<file path="config.mk">
export PLATFORM = sky130hd
export DESIGN_NAME = fifo_wr_arbiter
export DESIGN_NICKNAME = d
export VERILOG_FILES = /design/src/rtl/fifo_pkg.sv /design/src/rtl/rr_pick.sv /design/src/rtl/fifo_wr_arbiter.sv
export SDC_FILE = /design/constraint.sdc
export NUM_CORES = 1
export LEC_CHECK = 0
export CAP_MARGIN = 25
export CORE_MARGIN = 8
export CORE_UTILIZATION = 25
export CTS_CLUSTER_SIZE = 30
export DETAILED_ROUTE_END_ITERATION = 10
export PLACE_DENSITY_LB_ADDON = 0.25
export SLEW_MARGIN = 20
export SYNTH_ARGS = -nofsm -noshare
export SYNTH_HDL_FRONTEND = slang
export SYNTH_HIERARCHICAL = 1
export SYNTH_SLANG_ARGS = --single-unit
</file>
<file path="constraint.sdc">
create_clock -name clk -period 1.7 [get_ports clk]
set_input_delay 0.34 -clock clk [delete_from_list [all_inputs] [get_ports clk]]
set_output_delay 0.34 -clock clk [all_outputs]
set_load 0.05 [all_outputs]
</file>
<file path="src/rtl/fifo_pkg.sv">
// Shared definitions for the FIFO write-side blocks.
//   state_e : arbiter FSM encoding (ST_IDLE, ST_BURST)
//   clog2() : ceiling log2, used to size owner/pointer and burst counters
package fifo_pkg;

    typedef enum logic [0:0] {
        ST_IDLE  = 1'b0,
        ST_BURST = 1'b1
    } state_e;

    // Smallest r with 2**r >= v. Returns 0 for v <= 1.
    function automatic int clog2(input int v);
        int r;
        r = 0;
        for (int k = 0; k < 32; k++) begin
            if ((1 << r) < v) begin
                r = r + 1;
            end
        end
        return r;
    endfunction

endpackage

</file>
<file path="src/rtl/rr_pick.sv">
// Combinational round-robin picker.
//   req_i   [NREQ]  request vector
//   last_i  [PW]    index served most recently; search starts at last_i+1
//   mask_i  [NREQ]  requests to ignore (the producer being released)
//   valid_o         some unmasked request is pending
//   idx_o   [PW]    index of the first pending request after last_i, wrapping
module rr_pick
    import fifo_pkg::*;
#(
    parameter  int NREQ = 4,
    localparam int PW   = clog2(NREQ)
) (
    input  logic [NREQ-1:0] req_i,
    input  logic [PW-1:0]   last_i,
    input  logic [NREQ-1:0] mask_i,
    output logic            valid_o,
    output logic [PW-1:0]   idx_o
);

    localparam logic [PW:0] NREQ_W = (PW+1)'(NREQ);

    logic [NREQ-1:0] cand_req;
    logic [NREQ-1:0] hit;
    logic [PW-1:0]   cand_idx [NREQ];

    assign cand_req = req_i & ~mask_i;

    // Candidate gi is the producer gi+1 places after last_i. The sum is one
    // bit wider than an index so the wrap can be done with one subtraction.
    genvar gi;
    for (gi = 0; gi < NREQ; gi++) begin : g_cand
        logic [PW:0] sum;
        assign sum          = {1'b0, last_i} + (PW+1)'(gi + 1);
        assign cand_idx[gi] = (sum >= NREQ_W) ? PW'(sum - NREQ_W) : PW'(sum);
        assign hit[gi]      = cand_req[cand_idx[gi]];
    end

    // Nearest candidate wins: scan from the far end so the closest hit is
    // the last assignment.
    always_comb begin
        valid_o = |hit;
        idx_o   = '0;
        for (int i = NREQ - 1; i >= 0; i--) begin
            if (hit[i]) begin
                idx_o = cand_idx[i];
            end
        end
    end

endmodule

</file>
<file path="src/rtl/fifo_wr_arbiter.sv">
// Round-robin arbiter sharing the FIFO write port among NREQ producers.
// One producer owns the port for at most BURST accepted words; a full FIFO
// stalls the owner without releasing it. Writes pass straight through to
// the FIFO pins.
//   clk, rst    clock, synchronous active-high reset
//   req         per-producer valid, req_data slice i holds producer i's word
//   gnt         registered one-hot owner (zero when idle)
//   ack         producer i's word is consumed this cycle
//   fifo_full   FIFO full flag
//   fifo_wr     FIFO write strobe (combinational)
//   fifo_data   owner's data slice (combinational)
//   busy        registered, high while a producer owns the port
module fifo_wr_arbiter
    import fifo_pkg::*;
#(
    parameter int WIDTH = 8,
    parameter int NREQ  = 4,
    parameter int BURST = 4
) (
    input  logic                  clk,
    input  logic                  rst,
    input  logic [NREQ-1:0]       req,
    input  logic [NREQ*WIDTH-1:0] req_data,
    output logic [NREQ-1:0]       gnt,
    output logic [NREQ-1:0]       ack,
    input  logic                  fifo_full,
    output logic                  fifo_wr,
    output logic [WIDTH-1:0]      fifo_data,
    output logic                  busy
);

    localparam int PW = clog2(NREQ);
    localparam int CW = clog2(BURST + 1);

    state_e          state_q;
    logic [PW-1:0]   owner_q;
    logic [PW-1:0]   last_q;
    logic [CW-1:0]   cnt_q;
    logic [NREQ-1:0] gnt_q;
    logic            busy_q;

    logic            acc;
    logic            release_burst;
    logic            pick_valid;
    logic [PW-1:0]   pick_idx;
    logic [PW-1:0]   pick_last;
    logic [NREQ-1:0] pick_oh_d;
    logic [WIDTH-1:0] slice [NREQ];

    genvar gi;
    for (gi = 0; gi < NREQ; gi++) begin : g_slice
        assign slice[gi]     = req_data[gi*WIDTH +: WIDTH];
        assign pick_oh_d[gi] = (pick_idx == PW'(gi));
    end

    // A word in flight while reset is asserted is neither written nor acked.
    assign acc       = busy_q & req[owner_q] & ~fifo_full & ~rst;
    assign fifo_wr   = acc;
    assign ack       = gnt_q & {NREQ{acc}};
    assign fifo_data = slice[owner_q];
    assign gnt       = gnt_q;
    assign busy      = busy_q;

    // Full alone never releases: only a completed burst or a dropped request.
    assign release_burst = (acc & (cnt_q == CW'(BURST - 1))) | ~req[owner_q];

    // One picker serves both cases. In IDLE it searches after last_q with no
    // mask; in BURST it pre-computes the successor of the current owner with
    // the owner masked (gnt_q is exactly the owner's one-hot), so a release
    // can hand over without a bubble.
    assign pick_last = busy_q ? owner_q : last_q;

    rr_pick #(.NREQ(NREQ)) u_pick (
        .req_i   (req),
        .last_i  (pick_last),
        .mask_i  (gnt_q),
        .valid_o (pick_valid),
        .idx_o   (pick_idx)
    );

    always_ff @(posedge clk) begin
        if (rst) begin
            state_q <= ST_IDLE;
            owner_q <= '0;
            last_q  <= PW'(NREQ - 1);
            cnt_q   <= '0;
            gnt_q   <= '0;
            busy_q  <= 1'b0;
        end else begin
            case (state_q)
                ST_IDLE: begin
                    if (pick_valid) begin
                        owner_q <= pick_idx;
                        gnt_q   <= pick_oh_d;
                        cnt_q   <= '0;
                        busy_q  <= 1'b1;
                        state_q <= ST_BURST;
                    end else begin
                        gnt_q   <= '0;
                    end
                end
                ST_BURST: begin
                    if (release_burst) begin
                        last_q <= owner_q;
                        cnt_q  <= '0;
                        if (pick_valid) begin
                            owner_q <= pick_idx;
                            gnt_q   <= pick_oh_d;
                        end else begin
                            gnt_q   <= '0;
                            busy_q  <= 1'b0;
                            state_q <= ST_IDLE;
                        end
                    end else if (acc) begin
                        cnt_q <= cnt_q + CW'(1);
                    end
                end
                default: begin
                    state_q <= ST_IDLE;
                    gnt_q   <= '0;
                    busy_q  <= 1'b0;
                end
            endcase
        end
    end

endmodule

</file>
==> results_dict.tcl, run 1 <==
set metrics [dict create \
    status "finished with violations" \
    comb_power_share_pct 66.1 \
    power_density_mw_per_mm2 1030 \
    crit_path_max_incr_delay_ns 0.57 \
    synthToLayoutAreaGrowth_pct 93.5 \
    yosysWarnings 6 \
    switching_share_pct 44.4 \
    die_area_mm2 0.00650 \
    maxCapViolations 0 \
    total_leakage_power_nw 0.798 \
    nets 227 \
    path_clk_slew_ns 0.06 \
    cts.sinks 13 \
    drtIter0Drc 25 \
    grt-ovfl-total 0 \
    max_freq_mhz 533 \
    die_w_um 80.6 \
    grt_pass1_vias 1238 \
    ant_nets 0 \
    wl_mm 3.84 \
    hold_viol 0 \
    start_util_pct 26.1 \
    syn_area_mm2 0.00104 \
    violations "setup timing" \
    postPlaceCellArea_mm2 0.00184 \
    path_cells "mux4_2 > and3_4 > buf_12" \
    clock_latency_ns 0.24 \
    cp_slowest_cell "mux4_2" \
    slew_headroom_pct 85.1 \
    rrSetupSlack_ns 0 \
    ys_seq_area_share_pct 24.9 \
    reg2reg_to "gnt[3]$_SDFFE_PP0P_" \
    tightest_slew_ns 0.222 \
    hold_buffers 0 \
    ys_ff_latch 13 \
    finalSetupViolCount 14 \
    arrival_ns 1.54 \
    holdPathStages 2 \
    switchingPower_uw 927 \
    critPathLaunch "owner_q[0]$_SDFFE_PP0P_" \
    drcViolationCount 0 \
    synthCells 110 \
    grt_pass1_wl_mm 5.91 \
    vias 1188 \
    clockBufferDepth 2 \
    design_area_mm2 0.00202 \
    track_usage_pct 11.3 \
    io_buffers 56 \
    layout_commonest_cell "clkdlybuf4s50_1" \
    syn-num-nets 152 \
    htreeDepth 1 \
    first_pass_iters 4 \
    pwr-share-clk_pct 13.3 \
    skew_ns 0.00667 \
    vias_per_cell 5.08 \
    clock-root-buffer "clkbuf_8" \
    cts_tree "built" \
    cts_buffers 3 \
    crit_fanout 6 \
    cp-end-kind "output port" \
    max-vdd-ir-drop_v 0.000593 \
    hpwl_mm 3.07 \
    placementRows 23 \
    r2r-start "busy$_SDFFE_PP0P_" \
    syn_avg_cell_area_um2 9.49 \
    setup_ws_ns -0.177 \
    hold_end "gnt[1]$_SDFFE_PP0P_" \
    period_needed_ns 1.88 \
    synth.distinct_cells 36 \
    startpoint_type "flop" \
    core-area_mm2 0.00400 \
    hold_start "gnt[1]$_SDFFE_PP0P_" \
    required_ns 1.36 \
    grt_max_degree 12 \
    avgRoutedWirePerCell_um 16.4 \
    dp_slack_ns -0.374 \
    drive_above_1_share_pct 46.2 \
    min_period_over_period_pct 110 \
    min_path_type "reg2reg" \
    crit_type "reg2out" \
    slew_viol_final 0 \
    antennaDiodeCount 0 \
    io_pins 57 \
    die_y_um 80.6 \
    intPower_mw 1.16 \
    rsz0062_at_grt "true" \
    layout_common_cells "clkdlybuf4s50_1 (33), buf_4 (32), mux4_2 (9)" \
    seq_power_share_pct 20.6 \
    antenna_found_initial 0 \
    gp_congestion 0.850 \
    r2r_cells 6 \
]
[registers in the layout, summed over array words and instances (netlist names)]
name,count
gnt,4
cnt_q,3
last_q,2
owner_q,2
busy,1
state_q,1
[power by group through the flow]
stage	Combinational [mW]	Sequential, mW	Clock [mW]
finish	1.38	0.430	0.278
global route	1.46	0.439	0.299
CTS	1.30	0.425	0.286
detailed placement	1.27	0.430	0
global placement	1.24	0.428	0
floorplan	0.749	0.508	0
[cells by family (layout without fill, tap and decap cells)]
logic type      Yosys count  in the layout  synth area share, %
simple gates             44             44                 25.9
buf+inv                  13             87                 4.92
compound gates           22             22                 15.2
fa+ha+maj                 3              3                 3.60
flops                    13             13                 24.9
mux                      15             15                 25.4
[metal layers]
layer | track usage [%] | wire, µm
met5 | 0 | 0
met4 | 2.73 | 9
met3 | 3.68 | 401
met2 | 19.6 | 1810
met1 | 13.0 | 1610
[worst max-delay path, delay by kind of cell (launching register included)]
family / cells / cell delay, ns
simple gates: 1 / 0.21
flops: 1 / 0.36
mux: 1 / 0.57
buf+inv: 1 / 0.14
[worst max path at each step]
stage	end	cells past startpoint
after global routing	ack[2]	3
after floorplan	gnt[2]$_SDFFE_PP0P_	7
final	ack[2]	3
after global placement	gnt[2]$_SDFFE_PP0P_	5
after detailed placement	gnt[2]$_SDFFE_PP0P_	9
after CTS	ack[2]	3
[cells in the mapped netlist]
cell type,n,area share (%)
dfxtp_1,13,25
mux4_2,9,19
nor2_1,8,2.9
a21oi_1,7,3.4
inv_1,6,2.2
nand3_1,6,2.9
nand4_1,5,3.0
and3_1,4,2.4
clkbuf_1,4,1.4
mux2i_1,4,3.8
nand2b_1,4,2.4
ha_1,3,3.6
nand2_1,3,1.1
nand3b_1,3,2.2
nor2b_1,3,1.8
o32ai_1,3,2.5
a21o_1,2,1.4
a2bb2oi_1,2,1.7
buf_2,2,0.96
mux2_2,2,2.2
nand2b_4,2,2.6
a211oi_1,1,0.72
a311o_1,1,0.96
a31o_2,1,0.84
a31oi_1,1,0.60
and2_1,1,0.60
buf_1,1,0.36
nand4bb_1,1,1.1
nor2_2,1,0.60
nor2b_2,1,0.84
nor3b_1,1,0.72
o211ai_2,1,1.2
o21ai_1,1,0.48
o22a_1,1,0.84
o22ai_1,1,0.60
or3b_2,1,0.84
[what timing repair did]
action,in CTS,in global routing
endpoints found under the setup margin,24,24
gates resized for setup,7,21
buffers inserted,1,0
pin swaps,8,13
[final cells by class]
type	count	area [µm²]
Inverter	6	22.5
Fill cell	347	1980
Clock buffer	4	45.0
Multi-Input combinational cell	84	876
Sequential cell	13	273
Timing Repair Buffer	77	741
Tap cell	50	62.6
[through the flow]
stage	setup TNS, ns	hold slack (ns)	total power [mW]	std cells	utilization, %
floorplan	-0.0543	0.458	1.26	110	-
global placement	-5.30	0.464	1.66	229	46.0
detailed placement	-6.16	0.487	1.70	229	46.0
CTS	-2.34	0.498	2.01	234	47.6
global route	-2.77	0.525	2.20	234	50.5
finish	-1.81	0.493	2.09	234	50.5
No activity file was read; power rests on OpenSTA's default activity.
==> run 2: changes to the inputs <==
Clock period 1.7 ns to 2.35 ns, I/O delays scaled along.
==> results_dict.tcl, run 2 (synthesized netlist as in run 1, its figures left out) <==
set metrics [dict create \
    layout_commonest_cell "clkdlybuf4s50_1" \
    skew_ns 0.00424 \
    cts_setup_buffers 0 \
    antennaDiodeCount 0 \
    max-vdd-ir-drop_v 0.000285 \
    clock_latency_ns 0.25 \
    startpoint_type "input port" \
    drive_above_1_share_pct 26.0 \
    nets 216 \
    avgRoutedWirePerCell_um 16.8 \
    crit_type "in2out" \
    die_area_mm2 0.00650 \
    power_density_mw_per_mm2 763 \
    total_leakage_power_nw 0.691 \
    track_usage_pct 11.6 \
    slew_viol_final 0 \
    path_clk_slew_ns 0.05 \
    rsz0062_at_grt "true" \
    clock-root-buffer "clkbuf_8" \
    drtIter0Drc 28 \
    largest_register_ffs 4 \
    slew_headroom_pct 66.0 \
    tightest_slew_ns 0.509 \
    synthToLayoutAreaGrowth_pct 71.8 \
    first_pass_iters 4 \
    maxCapViolations 0 \
    period_needed_ns 2.33 \
    io_buffers 56 \
    gp_congestion 0.858 \
    status "complete, no violations" \
    min_path_type "reg2reg" \
    htreeDepth 1 \
    die_y_um 80.6 \
    start_util_pct 26.1 \
    clockBufferDepth 2 \
    layout_common_cells "clkdlybuf4s50_1 (43), buf_4 (18), dfxtp_1 (13)" \
    die_w_um 80.6 \
    grt_pass1_wl_mm 6.00 \
    drcViolationCount 0 \
    max_freq_mhz 429 \
    cts_tree "built" \
    hpwl_mm 2.98 \
    cts_buffers 3 \
    antenna_found_initial 0 \
    ant_nets 0 \
    placementRows 23 \
    io_pins 57 \
    grt-ovfl-total 0 \
    vias_per_cell 5.10 \
    setup-tns-final_ns 0 \
    final_core_util_pct 44.8 \
    hold_viol 0 \
    path_cells "clkdlybuf4s50_1 > mux4_2 > and3_1 > buf_12" \
    hold_buffers 0 \
    finalSetupViolCount 0 \
    crit_path_max_incr_delay_ns 0.56 \
    wl_mm 3.75 \
    core-area_mm2 0.00400 \
    finalPower_mw 1.37 \
    cp-end-kind "output port" \
    grt_max_degree 21 \
    grt_pass1_vias 1154 \
    cp_slowest_cell "mux4_2" \
    min_period_over_period_pct 99.2 \
    vias 1137 \
    arrival_ns 1.86 \
    required_ns 1.88 \
    cts.sinks 13 \
    crit_fanout 6 \
]
[run 2: power breakdown]
group | leakage [nW] | switching [mW] | internal [mW]
Clock | 0.0228 | 0.0818 | 0.120
Combinational | 0.561 | 0.491 | 0.370
Sequential | 0.107 | 0.0450 | 0.260
[run 2: worst paths after layout]
kind	startpoint	end	slack, ns	cells after the start
worst min-delay path	cnt_q[1]$_SDFFE_PP0P_	cnt_q[1]$_SDFFE_PP0P_	0.49	2
worst max-delay path	req[3]	ack[3]	0.02	4
worst min register to register	cnt_q[1]$_SDFFE_PP0P_	cnt_q[1]$_SDFFE_PP0P_	0.49	2
worst max register to register	busy$_SDFFE_PP0P_	gnt[2]$_SDFFE_PP0P_	0.31	7
[run 2: critical path, delay by kind of cell]
kind	cells	cell delay, ns
buffers and inverters	2	0.57
AND/OR/NAND/NOR	1	0.25
multiplexers	1	0.56
[run 2: area by class of cell]
class	count	area [µm²]
multi-input combinational	84	737
tap	50	62.6
timing repair buffer	66	666
fill	386	2210
sequential	13	260
inverter	6	22.5
clock buffer	4	45.0
[run 2: what timing repair did]
item / 4_1_cts / 5_1_grt
endpoints found under the hold margin: 0 / 0
setup endpoints to repair: 0 / 5
resized for setup: 0 / 1
[run 2: per-layer routing]
metal  part of all wire, %  track usage [%]  vias to the layer above  wire (µm)
met5                     0                0                        -          0
met4                   1.1             3.82                        0         42
met3                    12             4.35                        5        444
met2                    44             18.6                       58       1630
met1                    43             13.9                      529       1630
li1                      -                -                      545          -
[run 2: per-stage QoR]
step           instances  setup slack, ns  cell area [µm²]  hold WS, ns
3_3_place_gp         219           0.0600             1740        0.467
2_1_floorplan        110            0.259             1040        0.458
3_5_place_dp         219           0.0283             1740        0.490
5_1_grt              223          -0.0290             1790        0.529
4_1_cts              223           0.0222             1790        0.498
6_report             223           0.0187             1790        0.493
